===== config.mk =====
export PLATFORM = sky130hd
export DESIGN_NAME = fwd_engine_seq
export DESIGN_NICKNAME = d
export VERILOG_FILES = /design/src/rtl/fwd_engine_seq.sv
export SDC_FILE = /design/constraint.sdc
export NUM_CORES = 1
export LEC_CHECK = 0
export BUFFER_PORTS_ARGS = -buffer_cell sky130_fd_sc_hd__buf_2
export CORE_MARGIN = 2
export CORE_UTILIZATION = 50
export CTS_BUF_LIST = sky130_fd_sc_hd__clkbuf_2
export CTS_CLUSTER_SIZE = 20
export DETAILED_ROUTE_END_ITERATION = 16
export PLACE_DENSITY = 0.83
export SYNTH_ARGS = -nofsm -noshare
export SYNTH_HDL_FRONTEND = slang
export SYNTH_SLANG_ARGS = --single-unit

===== constraint.sdc =====
create_clock -name CLK -period 2.5 [get_ports CLK]
set_clock_uncertainty 0.1 [all_clocks]
set_input_delay 0.25 -clock CLK [delete_from_list [all_inputs] [get_ports CLK]]
set_output_delay 0.25 -clock CLK [all_outputs]
set_load 0.1 [all_outputs]

===== src/rtl/fwd_engine_seq.sv =====
// fwd_engine_seq: control and sequencing engine for the residual network
// forward pass.
//
// Streams NUM_UNKNOWNS input beats into the nonlinear layer, then injects a
// float 1.0 bias beat. After waiting NL_LAT cycles it steps the linear layer
// through NUM_NONLIN+1 weights for each equation. It then waits L2_LAT cycles
// and presents one residual per equation on a valid/ready output.
//
// Ports:
//   CLK, RESET          clock, asynchronous active-low reset
//   START, ABORT        begin pass (IDLE only) / synchronous return to IDLE
//   X_VALID/X_READY     input beat handshake, X_DATA beat payload
//   L1_DATA/ADDR/ACC_EN nonlinear layer operand, weight pointer, strobe
//   L2_ADDR/ACC_EN      linear layer weight pointer, strobe
//   ACC_CLR             clear layer accumulators
//   L2_RESULT           linear layer net output
//   RES_VALID/READY     residual handshake, RES_DATA/RES_INDEX payload
//   ERR_ACC_EN          squared-error accumulate strobe (accepted residual)
//   BUSY, DONE          not-idle flag, one-cycle pass-complete pulse
//   ITER_COUNT          completed-pass counter (only with FWD_ITER_CNT_EN)
//
// Optional feature macro: FWD_ITER_CNT_EN
module fwd_engine_seq #(
  parameter int NUM_UNKNOWNS = 2,
  parameter int NUM_NONLIN   = 1,
  parameter int NUM_EQNS     = 2,
  parameter int BIT_WIDTH    = 32,
  parameter int EXTRA_BITS   = 2,
  parameter int NL_LAT       = 3,
  parameter int L2_LAT       = 2,
  parameter int ADDR_W       = 8
) (
  input  logic                            CLK,
  input  logic                            RESET,
  input  logic                            START,
  input  logic                            ABORT,
  input  logic                            X_VALID,
  output logic                            X_READY,
  input  logic [BIT_WIDTH+EXTRA_BITS-1:0] X_DATA,
  output logic [BIT_WIDTH+EXTRA_BITS-1:0] L1_DATA,
  output logic [ADDR_W-1:0]               L1_ADDR,
  output logic                            L1_ACC_EN,
  output logic [ADDR_W-1:0]               L2_ADDR,
  output logic                            L2_ACC_EN,
  output logic                            ACC_CLR,
  input  logic [BIT_WIDTH+EXTRA_BITS-1:0] L2_RESULT,
  output logic                            RES_VALID,
  input  logic                            RES_READY,
  output logic [BIT_WIDTH+EXTRA_BITS-1:0] RES_DATA,
  output logic [ADDR_W-1:0]               RES_INDEX,
  output logic                            ERR_ACC_EN,
  output logic                            BUSY,
  output logic                            DONE
`ifdef FWD_ITER_CNT_EN
  ,
  output logic [15:0]                     ITER_COUNT
`endif
);

  localparam int DW       = BIT_WIDTH + EXTRA_BITS;
  localparam int WAIT_MAX = (NL_LAT > L2_LAT) ? NL_LAT : L2_LAT;
  localparam int WW       = $clog2(WAIT_MAX + 1);

  // Float 1.0; with flopoco exception bits the leading 2'b01 marks "normal".
  localparam logic [DW-1:0] ONE_F = (EXTRA_BITS == 2) ?
                                    DW'({2'b01, 32'h3F80_0000}) :
                                    DW'(32'h3F80_0000);
  localparam logic [DW-1:0] SIGN_MASK = DW'(1) << (BIT_WIDTH - 1);

  typedef enum logic [2:0] {
    S_IDLE, S_LOAD, S_BIAS, S_NL_WAIT, S_L2_RUN, S_L2_WAIT, S_OUT, S_FIN
  } state_t;

  state_t state_q, state_d;

  logic [ADDR_W-1:0] beat_cnt;
  logic [ADDR_W-1:0] h_cnt;
  logic [ADDR_W-1:0] eqn_cnt;
  logic [ADDR_W-1:0] l2_base;   // eqn_cnt*(NUM_NONLIN+1), kept incrementally
  logic [WW-1:0]     wait_cnt;
  logic [DW-1:0]     res_data_q;
  logic [ADDR_W-1:0] res_index_q;

  logic x_fire, res_fire;
  logic last_beat, nl_done, l2_done, h_last, eqn_last;

  // ABORT outranks every handshake in the same cycle.
  assign x_fire    = (state_q == S_LOAD) && X_VALID && !ABORT;
  assign res_fire  = (state_q == S_OUT) && RES_READY && !ABORT;
  assign last_beat = (beat_cnt == ADDR_W'(NUM_UNKNOWNS - 1));
  assign nl_done   = (wait_cnt == WW'(NL_LAT - 1));
  assign l2_done   = (wait_cnt == WW'(L2_LAT - 1));
  assign h_last    = (h_cnt == ADDR_W'(NUM_NONLIN));
  assign eqn_last  = (eqn_cnt == ADDR_W'(NUM_EQNS - 1));

  always_ff @(posedge CLK or negedge RESET) begin
    if (!RESET) state_q <= S_IDLE;
    else        state_q <= state_d;
  end

  always_comb begin
    state_d = state_q;
    unique case (state_q)
      S_IDLE:    if (START) state_d = S_LOAD;
      S_LOAD:    if (x_fire && last_beat) state_d = S_BIAS;
      S_BIAS:    state_d = S_NL_WAIT;
      S_NL_WAIT: if (nl_done) state_d = S_L2_RUN;
      S_L2_RUN:  if (h_last) state_d = S_L2_WAIT;
      S_L2_WAIT: if (l2_done) state_d = S_OUT;
      S_OUT:     if (res_fire) state_d = eqn_last ? S_FIN : S_L2_RUN;
      S_FIN:     state_d = S_IDLE;
      default:   state_d = S_IDLE;
    endcase
    if (ABORT) state_d = S_IDLE;
  end

  always_comb begin
    X_READY    = 1'b0;
    L1_DATA    = '0;
    L1_ADDR    = '0;
    L1_ACC_EN  = 1'b0;
    L2_ADDR    = '0;
    L2_ACC_EN  = 1'b0;
    ACC_CLR    = 1'b0;
    RES_VALID  = 1'b0;
    ERR_ACC_EN = 1'b0;
    DONE       = 1'b0;
    BUSY       = (state_q != S_IDLE);
    unique case (state_q)
      // RESET gating keeps this Mealy strobe quiet while held in reset.
      S_IDLE: ACC_CLR = START && !ABORT && RESET;
      S_LOAD: begin
        X_READY   = !ABORT;
        L1_ADDR   = beat_cnt;
        L1_ACC_EN = x_fire;
        if (x_fire) L1_DATA = X_DATA;
      end
      S_BIAS: begin
        L1_DATA   = ONE_F;
        L1_ADDR   = ADDR_W'(NUM_UNKNOWNS);
        L1_ACC_EN = !ABORT;
      end
      S_L2_RUN: begin
        L2_ADDR   = l2_base + h_cnt;
        L2_ACC_EN = !ABORT;
      end
      S_OUT: begin
        RES_VALID  = 1'b1;
        ERR_ACC_EN = res_fire;
        ACC_CLR    = res_fire;
      end
      S_FIN: DONE = !ABORT;
      default: ;
    endcase
  end

  always_ff @(posedge CLK or negedge RESET) begin
    if (!RESET) begin
      beat_cnt    <= '0;
      h_cnt       <= '0;
      eqn_cnt     <= '0;
      l2_base     <= '0;
      wait_cnt    <= '0;
      res_data_q  <= '0;
      res_index_q <= '0;
    end else if (ABORT) begin
      beat_cnt    <= '0;
      h_cnt       <= '0;
      eqn_cnt     <= '0;
      l2_base     <= '0;
      wait_cnt    <= '0;
      res_data_q  <= '0;
      res_index_q <= '0;
    end else begin
      if (state_q == S_IDLE) beat_cnt <= '0;
      else if (x_fire && !last_beat) beat_cnt <= beat_cnt + 1'b1;

      if (state_q == S_L2_RUN) h_cnt <= h_last ? '0 : h_cnt + 1'b1;
      else                     h_cnt <= '0;

      // One counter serves both latency waits; it is idle-zero elsewhere.
      if (state_q == S_NL_WAIT)      wait_cnt <= nl_done ? '0 : wait_cnt + 1'b1;
      else if (state_q == S_L2_WAIT) wait_cnt <= l2_done ? '0 : wait_cnt + 1'b1;
      else                           wait_cnt <= '0;

      if (state_q == S_IDLE) begin
        eqn_cnt <= '0;
        l2_base <= '0;
      end else if (res_fire && !eqn_last) begin
        eqn_cnt <= eqn_cnt + 1'b1;
        l2_base <= l2_base + ADDR_W'(NUM_NONLIN + 1);
      end

      if (state_q == S_L2_WAIT && l2_done) begin
        res_data_q  <= L2_RESULT ^ SIGN_MASK;
        res_index_q <= eqn_cnt;
      end
    end
  end

  assign RES_DATA  = res_data_q;
  assign RES_INDEX = res_index_q;

`ifdef FWD_ITER_CNT_EN
  always_ff @(posedge CLK or negedge RESET) begin
    if (!RESET)                        ITER_COUNT <= '0;
    else if (DONE && ITER_COUNT != '1) ITER_COUNT <= ITER_COUNT + 1'b1;
  end
`endif

endmodule


==> tab_implementation.tex <==
\begin{tabular}{lr}
\hline
Metric & Value \\
\hline
\multicolumn{2}{l}{\textbf{Layout}} \\
\quad Core occupancy in the finished layout & $\sim$83\% \\
\quad Design Area, Final & $\sim$6700 sq um \\
\quad Number of standard cells in the final layout excluding fillers & between 800 and 900 \\
\quad Nets@finish & approximately 800 \\
\quad Layout area overhead & 61.1\% \\
\quad Number of diodes & 0 \\
\quad Fill cell count & roughly 400 \\
\quad Share of post-route cells with drive strength above 1 & between 30\% and 40\% \\
\multicolumn{2}{l}{\textbf{Place}} \\
\quad Cell count after placement & roughly 740 \\
\quad Detailed-placement wirelength estimate & 8640 um \\
\quad Weighted congestion at the end of routability-driven global placement & about 0.89 \\
\quad Minimum setup slack after placement & $\sim$130 ps \\
\quad Input/output buffers & $\sim$170 \\
\quad Total placed instance area & about 5800 sq um \\
\multicolumn{2}{l}{\textbf{Pwr}} \\
\quad Overall power of the completed layout & between 4 and 5 mW \\
\quad Max IR drop VDD & 0.000797 V \\
\quad P\_leak & 3.29 nW \\
\quad Power density normalized to cell area & 650 nW/um\^{}2 \\
\multicolumn{2}{l}{\textbf{Logic synthesis}} \\
\quad Area of the mapped netlist & 4190 sq um \\
\quad Biggest area consumer among synthesized cells & dfrtp\_1 \\
\quad EDFF count, synth & 0 \\
\quad Number of library cell types mapped by synthesis & 46 \\
\quad Leading post-synthesis cells by instance count & nand2\_1, dfrtp\_1, a21oi\_1 \\
\quad Most numerous cell in the Yosys netlist & nand2\_1 \\
\quad Share of the synthesized area in the top cell type & approximately 47\% \\
\quad Area contributors post-synth & dfrtp\_1, nand2\_1, a21oi\_1 \\
\quad Asr flop ratio synth & 100\% \\
\quad Mean instance size in the synthesized netlist & approximately 8.7 sq um \\
\quad Number of warnings reported in the yosys synthesis log & 0 \\
\quad Net count after synthesis & approximately 570 \\
\quad Flops \& latches, synth & 78 \\
\quad Register area share after synthesis & approximately 47\% \\
\quad Main synth FF type & dfrtp\_1 \\
\quad Post-synthesis cell count & 480 \\
\multicolumn{2}{l}{\textbf{Timing}} \\
\quad RSZ-0062 raised after global routing & true \\
\quad Hold slack final & roughly 95 ps \\
\quad Number of endpoints with negative hold slack in the final report & 0 \\
\quad Worst max-slew margin expressed relative to the limit & around 36\% \\
\quad Setup TNS & -484 ps \\
\quad Worst slew pin tran & $\sim$950 ps \\
\quad Maximum clock rate & about 0.38 GHz \\
\quad Period utilization & 106\% \\
\quad Final-report setup violation count & 11 \\
\quad Pins over their slew limit & 0 \\
\quad Setup ws final & -146 ps \\
\quad Fin crit period & between 2000 and 3000 ps \\
\multicolumn{2}{l}{\textbf{CTS}} \\
\quad Level count of the clock H-tree & 3 \\
\quad Reg clk slew, reported paths & 220 ps \\
\quad CTS sink count & 78 \\
\quad TritonCTS clock tree & done \\
\quad Clock buffer depth & 2 \\
\quad CTS Buf Count & 9 \\
\quad Clock Latency Late Sink & $\sim$530 ps \\
\quad Clock root buffer master & clkbuf\_2 \\
\multicolumn{2}{l}{\textbf{Worst setup path}} \\
\quad WS Path Type & register to primary output \\
\quad Worst path max stage delay & approximately 470 ps \\
\quad Top fanout value on the critical path & 3 \\
\quad CP arrival & 2300 ps \\
\quad Critical Path RT & between 2000 and 2500 ps \\
\quad Crit end category & primary output \\
\quad Crit path cell chain & ha\_4, a21oi\_4, o211ai\_1, o31ai\_1, xnor2\_1, nor2\_4, buf\_12 \\
\quad Total buffers and inverters traversed by the critical path & 1 \\
\quad Slowest library cell on the worst path & dfrtp\_1 \\
\quad Sort of element at the start of the critical path & register \\
\quad Top delay family on crit path & compound AO/OA/AOI/OAI gates \\
\multicolumn{2}{l}{\textbf{Detailed routing}} \\
\quad Wirelength, routed & between 15000 and 20000 um \\
\quad Number of vias after detailed routing & 4810 \\
\quad Number of vias per cell & between 5 and 6 \\
\quad Starting DRC count in detailed routing & approximately 610 \\
\quad Number of iterations in the first detailed-routing pass & 8 \\
\quad Detail-routed net length per standard cell & approximately 19 um \\
\quad Detailed-route DRC error count & 0 \\
\quad Final ANT Viol Nets & 0 \\
\multicolumn{2}{l}{\textbf{Global route}} \\
\quad Maximum number of pins on one net before global-route repair & approximately 80 \\
\quad Global Route Usage Sum & a little under a third \\
\quad Global route total overflow & 0 \\
\quad Wire length of the first global-routing pass & around 22000 um \\
\quad Antenna violations before repair & 0 \\
\quad Via count of the first global-routing pass & 4498 \\
\multicolumn{2}{l}{\textbf{Floorplan}} \\
\quad Core Rows & 33 \\
\quad Die outline area & approximately 9100 sq um \\
\quad Top Ports & approximately 170 \\
\quad Die Height & between 90 and 100 um \\
\quad Core outline area & slightly above 8000 sq um \\
\quad Die Span X & 95.5 um \\
\quad Starting Density & 51.2\% \\
\multicolumn{2}{l}{\textbf{Status}} \\
\quad Violations in the final reports & setup timing \\
\quad Outcome & complete, but fails checks \\
\multicolumn{2}{l}{\textbf{Flow run}} \\
\quad Number of violations of the max-capacitance limit & 0 \\
\multicolumn{2}{l}{\textbf{Worst hold path}} \\
\quad Tightest Hold Check Type & input pin to register \\
\hline
\end{tabular}
-- path summary, 6_finish.rpt --
check | cells past startpoint | start | slack, ps | to
setup reg to reg | 7 | h_cnt[2] | 210 | state_q[1]
min in group asynchronous | 3 | RESET | 430 | RES_DATA[3]
max in group asynchronous | 3 | RESET | 1170 | state_q[2]
hold / removal | 4 | RES_READY | 100 | l2_base[2]
hold reg to reg | 1 | wait_cnt[0] | 430 | wait_cnt[0]
setup / recovery | 7 | l2_base[2] | -150 | L2_ADDR[7]
-- kinds of logic after synthesis --
logic type | count (synthesis) | synth area share (%)
DFF | 78 | 46.6
AOI/OAI and AO/OA | 85 | 12.3
and+or+nand+nor | 237 | 27.6
adders and majority gates | 13 | 3.89
buffers and inverters | 41 | 4.09
xor gates and xnor gates | 24 | 5.02
muxes | 2 | 0.508
-- flip-flops by register name, indices dropped and copies added, names as in the netlist --
signal	count
h_cnt	8
eqn_cnt	8
wait_cnt	2
state_q	3
beat_cnt	8
RES_INDEX	8
RES_DATA	34
l2_base	7
-- repair_timing --
action / CTS / global route
hold endpoints to repair: 113 / 0
setup buffers: 13 / 17
setup endpoints to repair: 52 / 52
hold buffers: 36 / 0
gates cloned: 0 / 2
gates resized for setup: 14 / 30
pin swaps: 11 / 24
-- where the power goes --
group          internal (mW)  total [mW]  switching [mW]  leakage [nW]
registers               1.29        1.34          0.0536          1.08
logic                  0.768        2.22            1.45          2.12
clock network          0.342       0.825           0.483        0.0827
total                   2.40        4.38            1.98          3.29
-- cells in the final DEF, fill, tap and decap left out, types with 3 or more instances in the layout --
cell / instances
buf_2: 124
nand2_1: 101
dfrtp_1: 75
a21oi_1: 49
buf_4: 41
buf_12: 41
dlygate4sd3_1: 36
nor2_1: 30
nand3_1: 21
and3_1: 19
and3_4: 14
xor2_1: 13
clkbuf_2: 12
nor3_1: 11
inv_1: 10
xnor2_1: 10
o21ai_0: 10
a21o_1: 9
ha_1: 9
and3_2: 7
or3_1: 6
clkbuf_4: 5
nor3_2: 4
nand4_1: 4
o21ai_1: 3
ha_4: 3
dfrtp_2: 3
-- cell type report --
type	count	area, sq um	area share [%]
multi-input combinational	361	2270	33.6
timing repair buffer	252	2210	32.7
sequential	78	1960	29.0
tap	105	131	1.95
clock inverter	6	93.8	1.39
clock buffer	10	50.0	0.742
inverter	10	37.5	0.556
-- metal layers --
layer / up-vias / track usage (%) / share of wire (%)
met5: - / 0 / 0
li1: 2100 / - / -
met1: 2252 / 35.1 / 34
met3: 95 / 7.35 / 9.4
met4: 0 / 13.6 / 4.9
met2: 363 / 55.5 / 52
-- worst min-delay path, cell delays in order --
cell and delay (ps):
buf_2 130, o211a_1 190, nand2_1 100, nand2_1 50
(Power assumes the default switching activity.)
